### config.mk
export PLATFORM = sky130hd
export DESIGN_NAME = bus_arbiter
export DESIGN_NICKNAME = d
export VERILOG_FILES = /design/src/rtl/bus_pkg.sv /design/src/rtl/bus_arbiter_rr_pick2.sv /design/src/rtl/bus_arbiter.sv
export SDC_FILE = /design/constraint.sdc
export NUM_CORES = 1
export LEC_CHECK = 0
export CAP_MARGIN = 10
export CORE_UTILIZATION = 40
export DETAILED_ROUTE_END_ITERATION = 10
export HOLD_SLACK_MARGIN = 0.06
export PLACE_DENSITY = 0.67
export SLEW_MARGIN = 20
export SYNTH_ARGS = -nofsm -noshare
export SYNTH_HDL_FRONTEND = slang
export SYNTH_SLANG_ARGS = --single-unit
### constraint.sdc
create_clock -name clk_sys_i -period 1.69 [get_ports clk_sys_i]
set_clock_uncertainty 0.2 [all_clocks]
set_input_delay 0.507 -clock clk_sys_i [delete_from_list [all_inputs] [get_ports clk_sys_i]]
set_output_delay 0.507 -clock clk_sys_i [all_outputs]
set_load 0.1 [all_outputs]
### src/rtl/bus_pkg.sv
// bus_pkg: shared types and constants for the slot-based bus arbiter.
//   state_t   - arbiter state machine encoding
//   grantee_t - owner of the current bus slot
//   SLOT_COUNT / SLOT_W - slot ring size and slot index width
package bus_pkg;

   typedef enum logic [1:0] {
      IDLE,
      SETUP,
      ACTIVE,
      RETIRE
   } state_t;

   typedef enum logic [1:0] {
      NONE,
      CPU,
      VIDEO,
      MCU
   } grantee_t;

   localparam int unsigned SLOT_COUNT = 8;
   localparam int unsigned SLOT_W     = $clog2(SLOT_COUNT);

endpackage

### src/rtl/bus_arbiter_rr_pick2.sv
// rr_pick2: two-way round-robin pick (combinational).
//   req[1:0]   - request vector (bit 0 = video, bit 1 = MCU in bus_arbiter)
//   last       - index of the requester that won the last completed transaction
//   advance    - arbitration strobe; no grant is produced while low
//   grant[1:0] - one-hot winner, or zero when nothing is requested
module rr_pick2 (
   input  logic [1:0] req,
   input  logic       last,
   input  logic       advance,
   output logic [1:0] grant
);

   always_comb begin
      grant = '0;
      if (advance) begin
         unique case (req)
            2'b01:   grant = 2'b01;
            2'b10:   grant = 2'b10;
            // Contention: whoever did not win last time goes first.
            2'b11:   grant = last ? 2'b01 : 2'b10;
            default: grant = '0;
         endcase
      end
   end

endmodule

### src/rtl/bus_arbiter.sv
// bus_arbiter: 8-slot RAM bus arbiter shared by CPU, video fetch and MCU/SPI.
//   clk_sys_i      - 64 MHz system clock
//   reset_i        - asynchronous active-high reset
//   setup_i        - slot start strobe (every 8 clocks)
//   enable_i       - bus enable strobe (setup + 2)
//   disable_i      - bus disable strobe (setup + 6)
//   cpu_rw_i       - CPU direction, 1 = read
//   video_req_i    - video fetch request, held until video_done_o
//   mcu_req_i      - MCU request, held until mcu_done_o
//   mcu_we_i       - MCU direction, 1 = write
//   grant_*_o      - one-hot (or zero) slot owner
//   ram_oe_o       - RAM output enable
//   ram_we_o       - RAM write enable
//   video_done_o   - one-cycle completion pulse for video
//   mcu_done_o     - one-cycle completion pulse for MCU
//   slot_o         - current slot index
//   err_o          - one-cycle pulse when a transaction is aborted by setup_i
module bus_arbiter
   import bus_pkg::*;
#(
   parameter logic [SLOT_W-1:0] CPU_SLOT = 3'd7
) (
   input  logic              clk_sys_i,
   input  logic              reset_i,
   input  logic              setup_i,
   input  logic              enable_i,
   input  logic              disable_i,
   input  logic              cpu_rw_i,
   input  logic              video_req_i,
   input  logic              mcu_req_i,
   input  logic              mcu_we_i,
   output logic              grant_cpu_o,
   output logic              grant_video_o,
   output logic              grant_mcu_o,
   output logic              ram_oe_o,
   output logic              ram_we_o,
   output logic              video_done_o,
   output logic              mcu_done_o,
   output logic [SLOT_W-1:0] slot_o,
   output logic              err_o
);

   state_t              state_q;
   logic [SLOT_W-1:0]   slot_q;
   logic                first_q;  // no slot started since reset: next setup selects slot 0
   logic                last_q;   // 1 = MCU won the last completed transaction
   logic                rd_q;     // direction of the current transaction, 1 = read

   logic [SLOT_W-1:0]   next_slot;
   logic [1:0]          pick;
   logic                advance;
   grantee_t            new_owner;
   logic                new_rd;

   assign next_slot = first_q ? '0 : slot_q + SLOT_W'(1);
   assign advance   = setup_i && (next_slot != CPU_SLOT);
   assign slot_o    = slot_q;

   rr_pick2 u_rr_pick2 (
      .req     ({mcu_req_i, video_req_i}),
      .last    (last_q),
      .advance (advance),
      .grant   (pick)
   );

   always_comb begin
      new_owner = NONE;
      if (next_slot == CPU_SLOT) begin
         new_owner = CPU;
      end else if (pick[0]) begin
         new_owner = VIDEO;
      end else if (pick[1]) begin
         new_owner = MCU;
      end

      unique case (new_owner)
         CPU:     new_rd = cpu_rw_i;
         MCU:     new_rd = ~mcu_we_i;
         default: new_rd = 1'b1;
      endcase
   end

   always_ff @(posedge clk_sys_i or posedge reset_i) begin
      if (reset_i) begin
         state_q       <= IDLE;
         slot_q        <= '0;
         first_q       <= 1'b1;
         last_q        <= 1'b1;
         rd_q          <= 1'b0;
         grant_cpu_o   <= 1'b0;
         grant_video_o <= 1'b0;
         grant_mcu_o   <= 1'b0;
         ram_oe_o      <= 1'b0;
         ram_we_o      <= 1'b0;
         video_done_o  <= 1'b0;
         mcu_done_o    <= 1'b0;
         err_o         <= 1'b0;
      end else begin
         video_done_o <= 1'b0;
         mcu_done_o   <= 1'b0;
         err_o        <= 1'b0;

         if (setup_i) begin
            // A new slot always wins: any transaction still in flight is
            // aborted and the new slot is arbitrated in the same cycle.
            if (state_q == SETUP || state_q == ACTIVE) begin
               err_o <= 1'b1;
            end
            ram_oe_o      <= 1'b0;
            ram_we_o      <= 1'b0;
            slot_q        <= next_slot;
            first_q       <= 1'b0;
            rd_q          <= new_rd;
            grant_cpu_o   <= (new_owner == CPU);
            grant_video_o <= (new_owner == VIDEO);
            grant_mcu_o   <= (new_owner == MCU);
            state_q       <= (new_owner == NONE) ? IDLE : SETUP;
         end else begin
            unique case (state_q)
               SETUP: begin
                  if (enable_i) begin
                     state_q  <= ACTIVE;
                     ram_oe_o <= rd_q;
                     ram_we_o <= ~rd_q;
                  end
               end
               ACTIVE: begin
                  if (disable_i) begin
                     state_q      <= RETIRE;
                     ram_oe_o     <= 1'b0;
                     ram_we_o     <= 1'b0;
                     video_done_o <= grant_video_o;
                     mcu_done_o   <= grant_mcu_o;
                     if (grant_video_o) begin
                        last_q <= 1'b0;
                     end else if (grant_mcu_o) begin
                        last_q <= 1'b1;
                     end
                  end
               end
               RETIRE: begin
                  state_q       <= IDLE;
                  grant_cpu_o   <= 1'b0;
                  grant_video_o <= 1'b0;
                  grant_mcu_o   <= 1'b0;
               end
               default: begin
               end
            endcase
         end
      end
   end

endmodule

==> flow_summary.html <==
<table>
<tr><th>Metric</th><th>Value</th></tr>
<tr><th colspan="2">Outcome</th></tr>
<tr><td>Status</td><td>complete, but fails checks</td></tr>
<tr><td>Violated checks</td><td>negative setup slack</td></tr>
<tr><th colspan="2">Power and ir drop</th></tr>
<tr><td>Total leakage power</td><td>0.000586 uW</td></tr>
<tr><td>Final total power</td><td>2650 uW</td></tr>
<tr><td>Maximum vdd drop</td><td>1.64 mV</td></tr>
<tr><td>Power per Cell Area</td><td>1960 mW/mm^2</td></tr>
<tr><th colspan="2">Synth</th></tr>
<tr><td>Combinational family with the most area after synthesis</td><td>simple AND/OR/NAND/NOR gates</td></tr>
<tr><td>Avg Inst Size Synth</td><td>10.5 sq um</td></tr>
<tr><td>Post-Syn Area</td><td>811 sq um</td></tr>
<tr><td>Synthesized-area fraction occupied by adder cells</td><td>6.17%</td></tr>
<tr><td>Syn Nets</td><td>90</td></tr>
<tr><td>Synth Area in XOR/XNOR</td><td>~1.1%</td></tr>
<tr><td>Simple-Gate Fraction of Synth Area</td><td>18.1%</td></tr>
<tr><td>Cell count after synthesis</td><td>77</td></tr>
<tr><td>Compound-Gate Fraction of Synth Area</td><td>16.2%</td></tr>
<tr><td>Fraction of the yosys area taken by sequential cells</td><td>about half</td></tr>
<tr><td>Number of synthesis warnings</td><td>0</td></tr>
<tr><td>Share of synthesized area spent on multiplexers</td><td>4.01%</td></tr>
<tr><td>Number of different library cells in the post-synthesis netlist</td><td>32</td></tr>
<tr><td>Post-synthesis sequential element count</td><td>16</td></tr>
<tr><th colspan="2">Route</th></tr>
<tr><td>Number of DRC violations after detailed-routing iteration 0</td><td>8</td></tr>
<tr><td>DRC viols</td><td>0</td></tr>
<tr><td>Pre-Repair DR Iteration Count</td><td>2</td></tr>
<tr><td>Final wirelength</td><td>1.82 mm</td></tr>
<tr><td>Count of antenna-violating nets left after detailed routing</td><td>0</td></tr>
<tr><td>Vias post-DR</td><td>699</td></tr>
<tr><td>Via density</td><td>5.07</td></tr>
<tr><td>Routed length per instance</td><td>13.2 um</td></tr>
<tr><th colspan="2">Floorplanning</th></tr>
<tr><td>Effective utilization at floorplan</td><td>44.5%</td></tr>
<tr><td>Rows</td><td>15</td></tr>
<tr><td>Area enclosed by the die boundary</td><td>0.00221 sq mm</td></tr>
<tr><td>Number of top-level design ports</td><td>20</td></tr>
<tr><td>Die Y</td><td>47.0 um</td></tr>
<tr><td>Core outline area</td><td>0.00182 sq mm</td></tr>
<tr><td>Width of the die</td><td>47.0 um</td></tr>
<tr><th colspan="2">Setup path</th></tr>
<tr><td>Required time at the endpoint of the critical path</td><td>approximately 1.7 ns</td></tr>
<tr><td>Critical-path top delay cell</td><td>dfrtp_1</td></tr>
<tr><td>Series of cell instances along the critical path</td><td>inv_1, ha_2, or3_1, a31oi_2, mux2_1</td></tr>
<tr><td>CP arrival</td><td>1.80 ns</td></tr>
<tr><td>Maximum fanout along the worst path</td><td>4</td></tr>
<tr><td>FF-to-FF path depth</td><td>5</td></tr>
<tr><td>Critical path's largest stage delay</td><td>0.41 ns</td></tr>
<tr><td>Critical Path Source Type</td><td>flip-flop</td></tr>
<tr><td>Worst Setup End Kind</td><td>flip-flop</td></tr>
<tr><td>Kind of critical path</td><td>flip-flop to flip-flop</td></tr>
<tr><th colspan="2">Finish</th></tr>
<tr><td>P&amp;R area growth vs syn</td><td>67.0%</td></tr>
<tr><td>Most common cell after layout, fill and taps aside</td><td>buf_4</td></tr>
<tr><td>Number of inserted filler cells in the final layout</td><td>141</td></tr>
<tr><td>Most frequent cells in the layout</td><td>buf_4 (13), dfrtp_1 (11), buf_12 (11)</td></tr>
<tr><td>Fraction of layout instances using a drive strength above 1</td><td>a little under half</td></tr>
<tr><td>Antenna cell count</td><td>0</td></tr>
<tr><td>Layout net count</td><td>127</td></tr>
<tr><th colspan="2">CTS</th></tr>
<tr><td>Total CTS buffers</td><td>3</td></tr>
<tr><td>Clk root buf</td><td>clkbuf_4</td></tr>
<tr><td>CTS tree</td><td>yes</td></tr>
<tr><td>Number of clock sinks</td><td>16</td></tr>
<tr><td>Maximum number of buffers from clock root to sink</td><td>2</td></tr>
<tr><td>H-Tree Level Count</td><td>1</td></tr>
<tr><td>Clock-pin slew of the registers on the worst-case setup and hold paths</td><td>0.10 ns</td></tr>
<tr><td>Clk Latency, worst-skew pair</td><td>between 0.2 and 0.3 ns</td></tr>
<tr><th colspan="2">Timing</th></tr>
<tr><td>Sum Neg Setup Slack</td><td>-0.184 ns</td></tr>
<tr><td>Highest clock rate</td><td>549 MHz</td></tr>
<tr><td>Setup repair after global routing missed its margin</td><td>true</td></tr>
<tr><td>Final number of hold-violating endpoints</td><td>0</td></tr>
<tr><td>Final-report max-slew violation count</td><td>0</td></tr>
<tr><td>Period minus WS final</td><td>1.82 ns</td></tr>
<tr><td>Period Utilization, post-route</td><td>108%</td></tr>
<tr><td>Actual slew at the worst max-slew pin</td><td>~0.29 ns</td></tr>
<tr><td>Slew Limit Headroom</td><td>80.5%</td></tr>
<tr><td>Number of endpoints failing setup at the final stage</td><td>4</td></tr>
<tr><td>Post-layout worst setup margin</td><td>-0.130 ns</td></tr>
<tr><th colspan="2">Global routing</th></tr>
<tr><td>Total Routing Usage GR</td><td>18.3%</td></tr>
<tr><td>Maximum number of pins on one net before global-route repair</td><td>19</td></tr>
<tr><td>Number of antenna violations at the first check in global routing</td><td>0</td></tr>
<tr><td>Wire length of the first global-routing pass</td><td>2.73 mm</td></tr>
<tr><td>Aggregate global routing overflow</td><td>0</td></tr>
<tr><td>Vias in the first global route</td><td>640</td></tr>
<tr><th colspan="2">Job</th></tr>
<tr><td># Max-Cap Violations</td><td>0</td></tr>
<tr><th colspan="2">Place</th></tr>
<tr><td>Detailed placement HPWL</td><td>1.24 mm</td></tr>
<tr><td>Placer's final routability congestion estimate</td><td>0.788</td></tr>
<tr><td>Count of port buffers added during placement</td><td>19</td></tr>
<tr><th colspan="2">Hold path</th></tr>
<tr><td>Cells on Worst Hold Path</td><td>1</td></tr>
<tr><td>Hold Crit Class</td><td>flip-flop to flip-flop</td></tr>
</table>
-- worst paths after layout --
| check | from | to | slack [ns] |
|---|---|---|---|
| worst max-delay path | state_q[1]$_DFFE_PP0P_ | state_q[1]$_DFFE_PP0P_ | -0.13 |
| worst min-delay path | first_q$_DFFE_PP1P_ | first_q$_DFFE_PP1P_ | 0.31 |
| worst max register to register | state_q[1]$_DFFE_PP0P_ | state_q[1]$_DFFE_PP0P_ | -0.13 |
| worst min register to register | first_q$_DFFE_PP1P_ | first_q$_DFFE_PP1P_ | 0.31 |
| max in group asynchronous | reset_i | first_q$_DFFE_PP1P_ | 0.72 |
| min in group asynchronous | reset_i | grant_cpu_o$_DFFE_PP0P_ | 0.32 |
-- per-layer routing --
metal | vias up | track usage (%) | share of wire (%)
li1 | 342 | - | -
met1 | 340 | 20.3 | 44
met2 | 15 | 32.8 | 51
met3 | 2 | 4.62 | 3.7
met4 | 0 | 8.57 | 0.94
met5 | - | 0 | 0
-- layout make-up --
type                            instances  area (sq um)  share of cell area [%]
Sequential cell                        16           412                    30.4
Timing Repair Buffer                   34           414                    30.6
Clock buffer                            4          36.3                    2.68
Tap cell                               25          31.3                    2.31
Multi-Input combinational cell         52           434                    32.1
Inverter                                7          26.3                    1.94
-- sequential cells by signal, summed over array words and instances (netlist names) --
signal / cells
err_o: 1
first_q: 1
grant_cpu_o: 1
grant_mcu_o: 1
grant_video_o: 1
last_q: 1
mcu_done_o: 1
ram_oe_o: 1
ram_we_o: 1
rd_q: 1
slot_o: 3
state_q: 2
video_done_o: 1
-- cells in the mapped netlist --
library cell  instances  area share, %
a21bo_2               1            1.2
a21o_1                1           0.93
a21oi_1               3            1.9
a22o_1                1            1.1
a311oi_1              2            2.2
a31oi_1               3            2.3
and3_1                1           0.77
and3b_2               1            1.2
buf_2                 1           0.62
buf_4                 1           0.93
dfrtp_1              14             43
dfstp_2               2            6.5
ha_1                  4            6.2
inv_1                 7            3.2
mux2_1                1            1.4
mux2_2                1            1.4
mux2i_1               1            1.2
nand2_1               6            2.8
nand2b_1              1           0.77
nand3b_1              2            1.9
nor2_1                4            1.9
nor2b_1               3            2.3
nor3b_1               3            2.8
o211ai_1              1           0.93
o21ai_0               4            2.5
o21ba_2               1            1.2
o2bb2ai_1             1            1.1
o31ai_1               1           0.93
or2b_1                2            1.9
or3_1                 1           0.77
or3b_2                1            1.1
xor2_1                1            1.1
-- timing repair --
action | in CTS | in global routing
setup endpoints to repair | 5 | 6
gates cloned | 0 | 1
hold buffers | 0 | 0
pin swaps | 0 | 0
buffers inserted | 0 | 4
resized for setup | 4 | 5
-- worst max-delay path: cells and delay by family (launching register included) --
kind | cells | cell delay (ns)
simple gates | 1 | 0.35
flops | 1 | 0.41
compound gates | 1 | 0.17
fa+ha+maj | 1 | 0.17
buf+inv | 1 | 0.06
mux | 1 | 0.34
-- logic make-up after synthesis --
| group | after synthesis |
|---|---|
| flip-flops | 16 |
| multiplexers | 3 |
| buffers and inverters | 9 |
| AND/OR/NAND/NOR | 25 |
| XOR/XNOR | 1 |
| AO/OA/AOI/OAI | 19 |
| adder cells (fa/ha/maj) | 4 |
-- report_power, final --
group,internal [uW],switching (uW),total [uW]
Sequential,540,176,716
Clock,131,127,259
Combinational,694,979,1670
-- metrics by stage --
stage	std cells	utilization (%)	instance area (sq um)	hold WS [ns]	worst slack [ns]
after detailed placement	129	67.8	1230	0.297	-0.386
after floorplan	77	-	840	0.219	-0.0708
after global placement	129	67.8	1230	0.297	-0.366
final	138	74.4	1350	0.308	-0.130
after CTS	133	70.8	1290	0.315	-0.134
after global routing	138	74.4	1350	0.318	-0.209
(Power assumes the default switching activity.)
